`src/rtl/proc_pkg.sv`:
```
// ============================================================
// proc_pkg : shared types and instruction-field constants
// Rev 1.0
// ============================================================
`default_nettype none

package proc_pkg;

  typedef enum logic [0:0] {
    IDLE = 1'b0,
    BUSY = 1'b1
  } mem_state_t;

  // Bit 0 selects IR, bit 1 selects MDR
  typedef enum logic [1:0] {
    DST_NONE = 2'b00,
    DST_IR   = 2'b01,
    DST_MDR  = 2'b10,
    DST_BOTH = 2'b11
  } mem_dst_t;

  localparam int OPC_LSB   = 0;
  localparam int OPC_W     = 3;
  localparam int FUNCT_LSB = 3;
  localparam int FUNCT_W   = 4;

endpackage

`default_nettype wire

```
`src/rtl/mem_wait_timer.sv`:
```
// ============================================================
// mem_wait_timer : clear/enable counter saturating at LIMIT
// Rev 1.0
// ============================================================
`default_nettype none

module mem_wait_timer #(
  parameter int LIMIT = 15,
  parameter int CNT_W = $clog2(LIMIT + 1)
) (
  input  logic             clk,
  input  logic             rst,
  input  logic             clear,
  input  logic             enable,
  output logic [CNT_W-1:0] count,
  output logic             expired
);

  assign expired = (count == CNT_W'(LIMIT));

  always_ff @(posedge clk or posedge rst) begin
    if (rst) begin
      count <= '0;
    end else if (clear) begin
      count <= '0;
    end else if (enable && !expired) begin
      count <= count + 1'b1;
    end
  end

endmodule

`default_nettype wire

```
`src/rtl/mem_access_unit.sv`:
```
// ============================================================
// mem_access_unit : req/ack memory stage owning IR and MDR
// Rev 1.0
// ============================================================
`default_nettype none

module mem_access_unit
  import proc_pkg::*;
#(
  parameter int ADDR_W  = 16,
  parameter int DATA_W  = 16,
  parameter int TIMEOUT = 15
) (
  input  logic              CLK,
  input  logic              Reset,
  input  logic              IoD,
  input  logic              IRWrite,
  input  logic              MemR,
  input  logic              MemW,
  input  logic [ADDR_W-1:0] pc,
  input  logic [ADDR_W-1:0] alu_out,
  input  logic [DATA_W-1:0] wdata,
  output logic [ADDR_W-1:0] mem_addr,
  output logic              mem_req,
  output logic              mem_we,
  output logic [DATA_W-1:0] mem_wdata,
  input  logic [DATA_W-1:0] mem_rdata,
  input  logic              mem_ack,
  output logic [DATA_W-1:0] ir,
  output logic [DATA_W-1:0] mdr,
  output logic [6:0]        input_control,
  output logic              stall,
  output logic              bus_err
);

  localparam int CNT_W = $clog2(TIMEOUT + 1);

  mem_state_t       state;
  mem_dst_t         dst;
  mem_dst_t         new_dst;
  logic             any_strobe;
  logic             busy;
  logic             expired;
  logic [CNT_W-1:0] wait_count;

  assign any_strobe    = IRWrite | MemR | MemW;
  assign busy          = (state == BUSY);
  assign input_control = ir[FUNCT_LSB+FUNCT_W-1:OPC_LSB];

  // The processor may advance in the cycle a transaction completes or aborts
  assign stall = busy ? !(mem_ack || expired) : any_strobe;

  always_comb begin
    new_dst = DST_NONE;
    if (!MemW) begin
      if (IRWrite && MemR) new_dst = DST_BOTH;
      else if (IRWrite)    new_dst = DST_IR;
      else if (MemR)       new_dst = DST_MDR;
    end
  end

  mem_wait_timer #(
    .LIMIT (TIMEOUT),
    .CNT_W (CNT_W)
  ) u_wait_timer (
    .clk     (CLK),
    .rst     (Reset),
    .clear   (!busy || mem_ack || expired),
    .enable  (busy),
    .count   (wait_count),
    .expired (expired)
  );

  always_ff @(posedge CLK or posedge Reset) begin
    if (Reset) begin
      state     <= IDLE;
      dst       <= DST_NONE;
      mem_req   <= 1'b0;
      mem_we    <= 1'b0;
      mem_addr  <= '0;
      mem_wdata <= '0;
      ir        <= '0;
      mdr       <= '0;
      bus_err   <= 1'b0;
    end else if (!busy) begin
      if (any_strobe) begin
        state     <= BUSY;
        dst       <= new_dst;
        mem_req   <= 1'b1;
        mem_we    <= MemW;
        mem_addr  <= IoD ? alu_out : pc;
        mem_wdata <= wdata;
        // A write colliding with a read strobe wins, but is flagged
        if (MemW && (IRWrite || MemR)) bus_err <= 1'b1;
      end
    end else if (mem_ack) begin
      state   <= IDLE;
      mem_req <= 1'b0;
      if (dst == DST_IR  || dst == DST_BOTH) ir  <= mem_rdata;
      if (dst == DST_MDR || dst == DST_BOTH) mdr <= mem_rdata;
    end else if (expired) begin
      state   <= IDLE;
      mem_req <= 1'b0;
      bus_err <= 1'b1;
    end
  end

endmodule

`default_nettype wire

```
`config.mk`:
```
export PLATFORM = sky130hd
export DESIGN_NAME = mem_access_unit
export DESIGN_NICKNAME = d
export VERILOG_FILES = /design/src/rtl/proc_pkg.sv /design/src/rtl/mem_wait_timer.sv /design/src/rtl/mem_access_unit.sv
export SDC_FILE = /design/constraint.sdc
export NUM_CORES = 1
export LEC_CHECK = 0
export ABC_AREA = 1
export BUFFER_PORTS_ARGS = -buffer_cell sky130_fd_sc_hd__buf_2
export CAP_MARGIN = 25
export CORE_MARGIN = 4
export CORE_UTILIZATION = 47
export CTS_CLUSTER_DIAMETER = 80
export DETAILED_ROUTE_END_ITERATION = 8
export PLACE_DENSITY = 0.87
export SETUP_SLACK_MARGIN = 0.3
export SYNTH_ARGS = -nofsm -noshare
export SYNTH_HDL_FRONTEND = slang
export SYNTH_HIERARCHICAL = 1
export SYNTH_SLANG_ARGS = --single-unit
```
`constraint.sdc`:
```
create_clock -name CLK -period 2.5 [get_ports CLK]
set_input_delay 0.125 -clock CLK [delete_from_list [all_inputs] [get_ports CLK]]
set_output_delay 0.125 -clock CLK [all_outputs]
set_load 0.005 [all_outputs]
```
Word level (Yosys, flattened, before mapping)
Index checks and enable logic that the tools add are counted.
Widths: inputs -> output; s select.
{"block": "totals", "reg_bits": 74, "output_inout_bits": 75}
{"block": "classes", "add_sub_neg": 1, "n_eq_ne": 7, "mux": 21, "n_bitwise": 3, "n_reduce_logical": 20}
{"operator": "$mux 16", "count": 1}
{"operator": "$mux 1", "count": 14}
{"operator": "$mux 2", "count": 4}
{"operator": "$mux 4", "count": 2}
{"operator": "$logic_or 1x1->1", "count": 6}
{"operator": "$reduce_and 3->1", "count": 2}
{"operator": "$reduce_bool 2->1", "count": 3}
{"operator": "$add 4x1->4 const B", "count": 1}
{"operator": "$eq 2x2->1 const B", "count": 2}
{"operator": "$eq 4x4->1 const B", "count": 1}
{"operator": "$reduce_and 2->1", "count": 2}
{"operator": "$reduce_and 4->1", "count": 1}
{"operator": "$logic_and 1x1->1", "count": 3}
{"operator": "$logic_not 1->1", "count": 3}
{"operator": "$ne 3x2->1 const B", "count": 1}
{"operator": "$eq 2x1->1 const B", "count": 1}
{"operator": "$ne 2x1->1 const B", "count": 1}
{"operator": "$ne 2x2->1 const B", "count": 1}
{"operator": "$or 1x1->1", "count": 2}
{"operator": "$not 1->1", "count": 1}

Depth between registers and ports, before layout
Gate-level depths: netlist of the first run.
{"block": "depth", "ltp_word": 5, "mapped_depth": 8, "depth_no_buf": 8}

Hierarchy
Netlist of the first run, hierarchy kept.
{"module": "mem_access_unit", "n_inst": 1, "cells_each": 350, "area_per_inst_um2": 3089.2, "seq_area_each_um2": 1751.7}
{"module": "mem_wait_timer", "n_inst": 1, "cells_each": 30, "area_per_inst_um2": 229.0, "seq_area_each_um2": 100.1}

Least setup slack after synthesis of the first run
Ideal clock, no wire load.
{"block": "synth_path", "path_kind": "flip-flop to flip-flop", "start": "reg u_wait_timer.count[0]", "end": "reg u_wait_timer.count[3]", "setup_time_ns": 0.065, "arrival_time_ns": 1.242, "required_ns": 2.435, "setup_slack_ns": 1.194, "path_stages_with_launch": 9, "path_buffers": 0, "synth_period_minus_slack_ns": 1.306, "path_cell_list": "dfrtp_1 > ha_1 > nand3_1 > inv_1 > nor2_1 > nand2_1 > inv_1 > nand4_1 > nand2_1"}
{"block": "synth_between", "elab_chain_len": 4, "word_cells_on_any_way": 8, "cone_classes": "add/sub (1); eq/ne (1); mux (2); reduce/logical (4)"}
{"element": "start, declared", "line_no": "mem_wait_timer.sv:15", "rtl": "output logic [CNT_W-1:0] count,"}
{"element": "start signal, assigned", "line_no": "mem_wait_timer.sv:27", "rtl": "count <= count + 1'b1;"}
{"element": "$eq 4x4->1 *", "line_no": "mem_wait_timer.sv:19", "rtl": "assign expired = (count == CNT_W'(LIMIT));"}
{"element": "net expired", "line_no": "mem_access_unit.sv:43", "rtl": "logic expired;"}
{"element": "$logic_not 1->1", "line_no": "mem_wait_timer.sv:26", "rtl": "end else if (enable && !expired) begin"}
{"element": "$logic_and 1x1->1", "line_no": "mem_wait_timer.sv:26"}
{"element": "$reduce_bool 2->1 (no source line)"}
The timed path passes the listed nets; every way through them passes the cells marked *. The select of a mux whose other input is x is not followed.
A chain may end at the register's enable or synchronous reset.

Final worst setup path of the first run
{"block": "layout_path", "start": "reg u_wait_timer.count[0]", "end": "out stall"}
{"block": "layout_between", "elab_chain_len": 4}
{"element": "$eq 4x4->1", "line_no": "mem_wait_timer.sv:19"}
{"element": "net expired", "line_no": "mem_access_unit.sv:43"}
{"element": "$logic_or 1x1->1", "line_no": "mem_access_unit.sv:51", "rtl": "assign stall = busy ? !(mem_ack || expired) : any_strobe;"}
{"element": "$logic_not 1->1", "line_no": "mem_access_unit.sv:51"}
{"element": "$mux 1", "line_no": "mem_access_unit.sv:51"}
{"element": "end, declared", "line_no": "mem_access_unit.sv:32", "rtl": "output logic stall,"}
The timed path passes the listed nets, and every way through them passes these cells.

==> results of run 1 <==
==> worst max-delay path, delay by kind of cell, from the launching register on <==
kind          cells  cell delay (ns)
simple gates      4             0.50
buf+inv           2             0.19
fa+ha+maj         1             0.25
flops             1             0.42
==> state kept, by name, summed over array words and instances (netlist names) <==
name                count
mem_addr               16
mdr                    16
dst                     2
mem_we                  1
mem_wdata              16
mem_req                 1
ir                     16
bus_err                 1
u_wait_timer/count      4
busy                    1
==> cell usage in the layout, fill, tap and decap left out <==
cell type      count
nand2_2            1
o21ai_0           16
bufinv_16          1
dfrtp_1           74
a21oi_1            1
buf_12             1
clkinv_2           3
inv_1             39
clkbuf_8          11
o21ai_1           12
xor2_1             1
nand2_1          169
nand4_1            2
nor2_4             1
clkinvlp_4         1
buf_2            145
nor2_1             8
dlygate4sd3_1     16
nand2_4            3
ha_1               1
inv_2              4
o21ai_2           21
nand3_1            5
==> power breakdown <==
| group | internal [µW] | switching (µW) | total (µW) |
|---|---|---|---|
| Clock | 510 | 416 | 927 |
| Sequential | 1730 | 309 | 2040 |
| Combinational | 761 | 944 | 1700 |
==> what timing repair did <==
action / 4_1_cts / 5_1_grt
hold buffers: 16 / 0
hold endpoints to repair: 52 / 0
resized for setup: 0 / 0
==> metal layers <==
metal  GRT usage (%)  vias up  part of all wire [%]
li1                -     1452                     -
met1            23.1     1324                    41
met2            31.9      139                    48
met3            5.66       15                   9.4
met4            7.30        0                   1.6
met5               0        -                     0
==> cell families (layout without fill, tap and decap cells) <==
kind of cell | count (synthesis) | count (layout) | share of synthesized area [%]
XOR/XNOR | 1 | 1 | 0.264
buffers and inverters | 65 | 221 | 10.9
flip-flops | 74 | 74 | 55.8
AND/OR/NAND/NOR | 189 | 189 | 22.7
adder cells (fa/ha/maj) | 1 | 1 | 0.377
AO/OA/AOI/OAI | 50 | 50 | 9.92
==> final cells by class <==
| cell class | instances | area (µm²) | area share [%] |
|---|---|---|---|
| Clock buffer | 11 | 151 | 3.48 |
| Clock inverter | 5 | 52.6 | 1.21 |
| Inverter | 43 | 161 | 3.71 |
| Multi-Input combinational cell | 241 | 1100 | 25.4 |
| Sequential cell | 74 | 1850 | 42.6 |
| Tap cell | 96 | 120 | 2.76 |
| Timing Repair Buffer | 162 | 906 | 20.8 |
==> worst paths after layout <==
kind                            slack [ns]               endpoint                  start  cells past startpoint
worst max-delay path                  0.68                  stall  u_wait_timer/count[0]                      7
worst min-delay path                  0.02          mem_wdata[10]              wdata[10]                      3
worst max register to register        0.99  u_wait_timer/count[2]  u_wait_timer/count[0]                      8
worst min register to register        0.47                bus_err                bus_err                      2
max in group asynchronous             1.41                 mdr[4]                  Reset                      4
min in group asynchronous             0.23  u_wait_timer/count[0]                  Reset                      3
==> per-stage QoR <==
stage | util, % | area, µm² | total power [µW]
floorplan | - | 3320 | 3090
detailed placement | 58.3 | 3980 | 3760
finish | 63.6 | 4350 | 4680
CTS | 63.6 | 4350 | 4720
global route | 63.6 | 4350 | 5080
global placement | 58.3 | 3980 | 3680
==> results list, run 1 <==
* Count of TritonRoute iterations in the first routing pass: 5
- Finished Layout Cells: between 600 and 700
- Global routing used 19.0% of the available tracks across all layers.
- 0 antenna diodes ended up in the layout.
* Seq cells post-synth: 74
- Detailed Route Iter0 Violations: 68
- P per Cell Area: 1080 mW/mm²
- Worst Skew: 0.00805 ns
* Headroom to the max-slew limit: 52.9%
- Input and output buffers added on the ports amount to 145.
* Final Routed Wirelength: 7.62 mm
* Count of unique library cells instantiated by Yosys: 20
- Finish-stage setup viols: 0
- RSZ-0062 raised after global routing: no
- Leftover overflow at the end of global routing: 0
- The worst path uses 72.8% of the clock period.
* Die ar.: about 0.0085 mm²
- The layout has 592 filler cells.
* Maximum fanout encountered on the critical timing path: 5
- By count the netlist is led by nand2_1, dfrtp_1, inv_1.
- The critical path in this run is classified as flip-flop to primary output.
- Gp weighted congestion: 0.830
- The number of global-route vias before repair came to 2,806.
- CTS saw 74 sinks.
- Net count after synthesis: ~450
- CTS built an H-tree with a depth of 3.
* I/O pins: 146
- The first global-routing pass estimated 12.9 mm of wire.
- Area fraction of the dominant cell type after synthesis: 55.8%
- Measured along the x axis, the die boundary spans 92.0 µm.
- Maximum single-stage delay on the critical path: between 0.4 and 0.5 ns
- The synthesized design spends more area on one cell type than any other, namely dfrtp_1.
* Run status: finished clean
- Number of enable flip-flop cells after synthesis: 0
- Minimum hold slack: 0.0182 ns
- Cell Area, Synth: 0.00332 mm²
- Synthesized area per cell: 8.73 µm²
* Cell types occupying the most area after synthesis: dfrtp_1, nand2_1, o21ai_2, inv_1, buf_6
* Post-route minimum period: 1.82 ns
- Synthesis-to-finish area growth: 31.0%
- Crit-path cells: ha_1 -> nand3_1 -> inv_1 -> nor2_1 -> nand2_1 -> nand2_1 -> buf_2
* Vias per cell: 4.64
- Clock slew at the register clock pins of the worst setup and hold paths: around 0.07 ns
* Number of buffers added by the clock tree synthesis step: 9
* Critical path arrival: between 1.5 and 2 ns
- At the end of the flow, the number of nets in the layout was 603.
- Among all flip-flop cells after synthesis, the most frequent one is dfrtp_1.
- Of all flip-flops after synthesis, the portion carrying an async set or reset was 100%.
* Average wire per standard cell: between 10 and 15 µm
* Maximum clock path buffer count: 2
- For the pin with the worst max-slew slack, the measured transition is 0.706 ns.
- After detailed routing, the number of remaining DRC violations is 0.
* Crit. End Element: primary output
* Initial cell density of the core: between 40 and 50%
- Synth Instances: 380
- Max-cap violations in this run came to 0.
* Cell chosen for the clock root: clkbuf_8
* CTS tree: done
* Final Hold Vio Count: 0
- Antenna violations before repair: 0
- Total number of placement rows: 30
* Number of buffers added for setup after CTS: 0
- Total number of yosys warnings: 6
* Post-synthesis sequential area ratio: a little under three fifths
- The slowest stage of the critical path is the dfrtp_1 cell.
* Required @ worst endpoint: 2.38 ns
- The final route contains 2,930 vias.
- Count of antenna-violating nets left after detailed routing: 0
- Final max-slew violation count: 0
* Max frequency: roughly 0.55 GHz
* Worst voltage drop across the vdd grid: between 400 and 500 µV
- Crit path top cell by count: nand2_1
- Entering global routing, the biggest net connects 38 pins.
- Total instance count after detailed placement: 600
- Setup slack closes at 0.681 ns.
* Fraction of layout instances using a drive strength above 1: 35.8%
- Class of the most critical hold timing path: primary input to flip-flop
- Accumulated negative setup slack: 0 ns
- The floorplan step defined a core boundary enclosing slightly below 0.007 mm².
- Worst setup timing slack at the placement stage: ~1.0 ns
* CP startpoint kind: flip-flop
- Detailed placement finished with a half-perimeter wire length of 5.58 mm.
- For this design the static power due to leakage is 0.00257 µW.
- The die is 92.0 µm tall.
- Cell with the most instances after synthesis: nand2_1
- The later pin in the worst-skew pair is clocked with a latency of 0.33 ns.
(Power assumes the default switching activity.)
==> inputs of run 2 (changes only) <==
Clock period 2.5 ns to 1.9 ns, I/O delays scaled along.
==> run 2 against run 1 <==
Effect of this change: cell count rose by 1.6%; via count rose by 1.1%; register-to-register slack got worse by 0.62 ns; first-iteration DRC count rose by 82%; cell area rose by 3.7%; count of clock-buffer cells in the layout fell by 2; routed wire length rose by 5.4%; clock skew rose by 0.0013 ns; critical endpoint is now mem_req; largest cell class unchanged.
==> results list, run 2 (synthesis gave the netlist of run 1 again) <==
- Run status: finished clean
- The first-pass GRT wire length is 13.0 mm (+0.92%).
- Number of global-route vias before repair: 2,925 (+4.2%)
- Maximum clock path buffer count: 2 (unchanged)
* Cell chosen for the clock root: clkbuf_8
- Count of antenna-violating nets left after detailed routing: 0 (unchanged)
- The global placer's final weighted congestion is 0.756 (-9.0%).
* I/O pins: 146 (unchanged)
- Cell depth of the worst flop-to-flop path: 10 (+2)
- The overall power consumption was 6490 µW (+39%).
* Die width: 92.0 µm (unchanged)
* # DRC: 0 (unchanged)
- CP startpoint kind: flip-flop
- Based on the critical path, the design can be clocked at up to 0.653 GHz.
* Required @ worst endpoint: 2.11 ns (-0.27 ns)
* P per Cell Area: 1440 mW/mm² (+34%)
* Crit. End Element: flip-flop
- The path with the worst hold slack has its endpoint at dst[1].
- Antenna diodes: 0 (unchanged)
- Met2 global-route usage: 32.3% (+0.43 points)
- Finish-stage setup viols: 0 (unchanged)
- The effective utilization at floorplan came to 48.6% (unchanged).
- The tightest slew margin relative to the limit is 72.1% (+19 points).
- Class of the most critical hold timing path: primary input to flip-flop
* Share of the cycle needed by the critical path after routing: 80.6%
- Start point of the worst min-delay path: MemR
- Combined global-route utilization of all metal layers: 18.9% (-0.12 points)
- The relative contribution of the clock network to total power came to 22.5% (+2.7 points).
* Flop pwr share: 41.7% (-2.0 points)
- Skew-Pair Late Insertion Delay: 0.33 ns (about the same)
- Fraction of layout instances using a drive strength above 1: 37.9% (+2.1 points)
- Worst Skew: 0.00932 ns (+0.00127 ns)
* Synthesis-to-finish area growth: 35.9%
- Startpoint of the worst-slack reg-to-reg timing path: u_wait_timer/count[0]
* Worst setup timing slack at the placement stage: 0.440 ns (-0.572 ns)
- By startpoint and endpoint, the worst setup path is classified as flip-flop to flip-flop.
* Post-route minimum period: between 1.5 and 2 ns
- The global routing stage identified its most utilized layer as met2.
- The peak ir drop on the vdd network was 557 µV (+33%).
- Most frequent cells in the layout: nand2_1, buf_2, dfrtp_1
* Combinational fraction of design power: 35.8% (-0.7 points)
- The sum of net half-perimeters after detailed placement is 5.44 mm (-2.5%).
- Leaving out fill and tap cells, the most frequent cell in the layout is nand2_1.
- Finished Layout Cells: 642 (+1.6%)
- Max-capacitance violation count: 0 (unchanged)
- Y dimension of the die: 92.0 µm (unchanged)
- Vias: 2,963 (+1.1%)
- Die ar.: 0.00847 mm² (unchanged)
- The largest net degree at the start of global routing is 71 (+87%).
- Capturing point of the worst reg2reg path: mem_req
- The switching power is 2290 µW (+37%).
* Worst slew pin tran: 0.419 ns (-0.287 ns)
- The maximum level of the CTS H-tree was 3 (unchanged).
* Core area: 0.00683 mm² (unchanged)
- Final Routed Wirelength: 8.03 mm (+5.4%)
* Reg2Reg Setup Slack: 0.37 ns (-0.62 ns)
- Total instance count after detailed placement: 600 (unchanged)
* Leftover overflow at the end of global routing: 0 (unchanged)
* Cell Area, Placed: 0.00399 mm² (about the same)
* Clock slew at the register clock pins of the worst setup and hold paths: 0.08 ns (about the same)
- The standby leakage power was 0.00263 µW (+2.3%).
* Total number of placement rows: 30 (unchanged)
* Internal portion of total power: 4200 µW (+40%)
* Final max-slew violation count: 0 (unchanged)
- The maximum fanout count along the critical path is 2 (-3).
- The minimum setup slack in the final design was 0.369 ns (-0.312 ns).
* Final Hold Vio Count: 0 (unchanged)
* Area of all placed cells without fillers: 0.00451 mm² (+3.7%)
* Port Buffers: 145 (unchanged)
- The initial antenna violation count was 0 (unchanged).
- Switching portion of total power: 35.3% (-0.42 points)
* Cells on Worst Hold Path: 3 (unchanged)
- The number of buffers inserted during clock tree synthesis is 9 (unchanged).
* Nets: 613 (+1.7%)
- The number of clock sinks seen by CTS came to 74 (unchanged).
- The number of fill cells in the layout is 573 (-3.2%).
* Vias per cell: 4.62 (-0.45%)
* Detailed Route Iter0 Violations: 124 (+82%)
* GR met3 Demand/Resource: 5.09% (-0.57 points)
- Accumulated negative setup slack: 0 ns (unchanged)
* RSZ-0062 raised after global routing: yes
* Critical path arrival: 1.74 ns (+0.05 ns)
- Met1 Usage GRT: 22.9% (-0.22 points)
- CTS tree: done
- Average wire per standard cell: 12.5 µm (+3.7%)
* Count of TritonRoute iterations in the first routing pass: 4 (-1)
## run 2: cell type report
class	instances	area, µm²	share of cell area [%]
Clock buffer	9	124	2.75
Clock inverter	7	116	2.58
Inverter	43	165	3.66
Multi-Input combinational cell	241	1150	25.4
Sequential cell	74	1850	41.1
Tap cell	96	120	2.66
Timing Repair Buffer	172	986	21.9
## run 2: power groups by stage
stage               combinational [µW]  clock, µW  sequential, µW
global placement                  2160          0            2710
floorplan                         1310          0            2760
CTS                               2330       1480            2710
global route                      2620       1570            2790
finish                            2320       1460            2710
detailed placement                2250          0            2720
## run 2: per-stage QoR
step	util [%]	hold WS, ns
after floorplan	-	-0.139
after global placement	58.4	0.00816
after detailed placement	58.4	0.0114
after CTS	65.5	0.00388
after global routing	66.0	0.0194
final	66.0	0.0208
## run 2: critical path, cell delays in order, from the launching register on
cell	delay, ns
dfrtp_1	0.37
ha_2	0.20
nand3_2	0.10
inv_2	0.10
nor2_4	0.04
buf_4	0.12
buf_4	0.12
buf_4	0.12
buf_4	0.13
nor2_4	0.07
a21oi_2	0.03
## run 2: how the worst max path moves through the flow
| stage | startpoint | to | slack [ns] | cells past startpoint |
|---|---|---|---|---|
| floorplan | u_wait_timer/count[0] | u_wait_timer/count[3] | 0.59 | 8 |
| global placement | u_wait_timer/count[0] | u_wait_timer/count[3] | 0.53 | 8 |
| detailed placement | u_wait_timer/count[0] | u_wait_timer/count[2] | 0.44 | 8 |
| CTS | u_wait_timer/count[0] | stall | 0.31 | 7 |
| global route | u_wait_timer/count[0] | stall | 0.27 | 7 |
| finish | u_wait_timer/count[0] | mem_req | 0.37 | 10 |
## run 2: repair_timing
action / in CTS / in global routing
setup buffers: 7 / 1
endpoints found under the hold margin: 91 / 0
resized for setup: 4 / 7
setup endpoints to repair: 1 / 7
hold buffers: 18 / 0
pin swaps: 1 / 2
## run 2: per-layer routing
metal  up-vias  share of wire [%]
met1      1334                 42
met3        13                8.4
li1       1469                  -
met2       147                 48
met5         -                  0
met4         0                1.6
==> inputs of run 3 (changes only) <==
Clock period 1.9 ns to 1.5 ns, I/O delays scaled along.
==> run 3 against run 2 <==
Effect of this change: the run now ends with setup timing left; clock power rose by 6%; via count rose by 6.0%; critical path depth decreased by 3; routed wire length grew 23%; total power increased by 41%; utilization increased by 9.4 points; first-iteration DRC count down 49%; die area unchanged.
==> results list, run 3 (synthesis gave the netlist of run 1 again) <==
- Run status: finished with violations
- The final reports fail on setup timing.
- The placeable core area came to 0.00683 mm² (unchanged).
- The area of the die was 0.00847 mm² (unchanged).
- Final Routed Wirelength: 9.86 mm (+23%)
- The clock latency reported for the late side of the worst-skew pair came to 0.33 ns (about the same).
- The height of the die was 92.0 µm (unchanged).
- Crit-path cells: ha_2 -> nand3_2 -> inv_2 -> nor2_4 -> nand2_2 -> nand2_2 -> buf_6
- Worst slew pin tran: 0.715 ns (+0.296 ns)
- The clock transition at the registers of the reported paths was 0.08 ns (about the same).
* Worst Setup Path Type: flip-flop to primary output
* DP Wirelength: 5.52 mm (+1.6%)
- The standby leakage power is 0.00282 µW (+7.3%).
- The number of buffers inserted during clock tree synthesis was 9 (unchanged).
* Worst setup timing slack at the placement stage: 0.151 ns (-0.289 ns)
- Maximum clock path buffer count: 2 (unchanged)
- Crit. End Element: primary output
- The global placer's final weighted congestion came to 0.756 (about the same).
- The largest net degree at the start of global routing is 71 (unchanged).
- Finish-stage setup viols: 1 (+1)
* Die width: 92.0 µm (unchanged)
* Vias: 3,140 (+6.0%)
* Critical Path Slowest Stage Cell: dfrtp_1
- H-tree levels: 3 (unchanged)
- The area of all placed cells without fillers was 0.00515 mm² (+14%).
- Count of antenna-violating nets left after detailed routing: 0 (unchanged)
- TritonCTS built the clock tree.
- The maximum fanout count along the critical path came to 2 (unchanged).
* Share of the cycle needed by the critical path after routing: 101%
- The worst clock skew was 0.0105 ns (+0.00123 ns).
* Port Buffers: 145 (unchanged)
- The effective utilization at floorplan was 48.6% (unchanged).
* P per Cell Area: 1780 mW/mm² (+23%)
* Fillers: 479 (-16%)
- The data required time of the critical path came to 1.42 ns (-0.69 ns).
* Wire length of the first global-routing pass: 14.5 mm (+12%)
- Final max-slew violation count: 0 (unchanged)
* Headroom to the max-slew limit: 52.3% (-20 points)
- The diode insertion count for antenna repair is 0 (unchanged).
- Class of the most critical hold timing path: primary input to flip-flop
- I/O pins: 146 (unchanged)
- Crit path top cell by count: nand2_2
- Nets: 630 (+2.8%)
- Count of TritonRoute iterations in the first routing pass: 4 (unchanged)
- CP startpoint kind: flip-flop
- Compared with the post-synthesis result, the final layout area differs by 55.3%.
- The routed design could run at a clock period as short as 1.52 ns.
- Setup repair after global routing could not meet its margin everywhere.
- Derived from the worst setup path, the maximum achievable clock frequency is 0.660 GHz.
* Most frequent cells in the layout: buf_2, nand2_1, dfrtp_1
- The minimum setup slack in the final design came to -0.0152 ns (-0.384 ns).
- Detailed Route Iter0 Violations: 63 (-49%)
- The final setup TNS was -0.0152 ns (-0.0152 ns).
- The via-per-instance ratio was 4.76 (+3.2%).
* Fraction of layout instances using a drive strength above 1: 54.5% (+17 points)
- Antenna violations before repair: 0 (unchanged)
- Critical path arrival: 1.44 ns (-0.30 ns)
* Average wire per standard cell: 15.0 µm (+20%)
* Cell chosen for the clock root: clkbuf_8
- The final count of hold timing violations is 0 (unchanged).
* Number of sinks on the clock net: 74 (unchanged)
- The multi-input logic area is 0.00166 mm² (+45%).
- Max-capacitance violation count: 0 (unchanged)
* Number of global-route vias before repair: 3,134 (+7.1%)
* # DRC: 0 (unchanged)
- The placed standard-cell area came to 0.00402 mm² (+0.82%).
- Maximum single-stage delay on the critical path: 0.38 ns (about the same)
- Total number of placement rows: 30 (unchanged)
- Leftover overflow at the end of global routing: 0 (unchanged)
- Worst voltage drop across the vdd grid: 775 µV (+39%)
- The area of all sequential standard cells came to 0.00185 mm² (about the same).
- The library cell used most frequently in the layout, excluding fill and tap cells, is buf_2.
- Combined global-route utilization of all metal layers: 21.5% (+2.6 points)
[run 3: what timing repair did]
action	in CTS	in global routing
cloned	5	1
hold buffers	22	0
setup buffers	8	6
resized for setup	14	132
hold endpoints to repair	97	0
endpoints found under the setup margin	39	71
pin swaps	7	33
[run 3: worst paths after layout]
path                                       startpoint                     to  slack [ns]  cells past startpoint
worst min-delay path                     mem_rdata[4]                 mdr[4]        0.01                      3
worst max register to register  u_wait_timer/count[1]  u_wait_timer/count[1]        0.01                     10
min in group asynchronous                       Reset  u_wait_timer/count[1]        0.20                      3
worst min register to register                bus_err                bus_err        0.46                      2
max in group asynchronous                       Reset                 mem_we        0.80                      4
worst max-delay path            u_wait_timer/count[1]                  stall       -0.02                      7
[run 3: critical path, delay by kind of cell (launching register included)]
family        cells  cell delay (ns)
flops             1             0.38
simple gates      4             0.35
fa+ha+maj         1             0.22
buf+inv           2             0.16
[run 3: final cells by class]
type	instances	share of cell area, %
well taps	96	2.33
flip-flops and latches	74	36.0
clock inverters	4	0.947
multi-input cells	247	32.3
clock buffers	12	3.01
repair buffers	183	22.0
inverters	43	3.45
[run 3: where the power goes]
| group | internal (µW) | switching, µW | total, µW | leakage (µW) |
|---|---|---|---|---|
| Sequential | 2890 | 758 | 3650 | 0.000909 |
| Clock | 861 | 693 | 1550 | 0.000107 |
| Combinational | 1800 | 2150 | 3940 | 0.00180 |
| Total | 5550 | 3600 | 9150 | 0.00282 |
[run 3: per-stage QoR]
stage | hold slack, ns | utilization [%] | std cells | power, µW
global placement | -0.00972 | 58.8 | 601 | 6200
CTS | 0.00580 | 67.9 | 652 | 8250
global route | 0.0211 | 75.4 | 659 | 9750
finish | 0.0121 | 75.4 | 659 | 9150
detailed placement | -0.0000836 | 58.8 | 601 | 6330
floorplan | -0.159 | - | 380 | 5160
[run 3: routing by layer]
metal / wire [µm] / vias up / share of wire, % / GRT usage [%]
li1: - / 1511 / - / -
met1: 3780 / 1457 / 38 / 25.3
met2: 5080 / 141 / 52 / 37.9
met3: 648 / 31 / 6.6 / 4.51
met4: 355 / 0 / 3.6 / 9.28
met5: 0 / - / 0 / 0
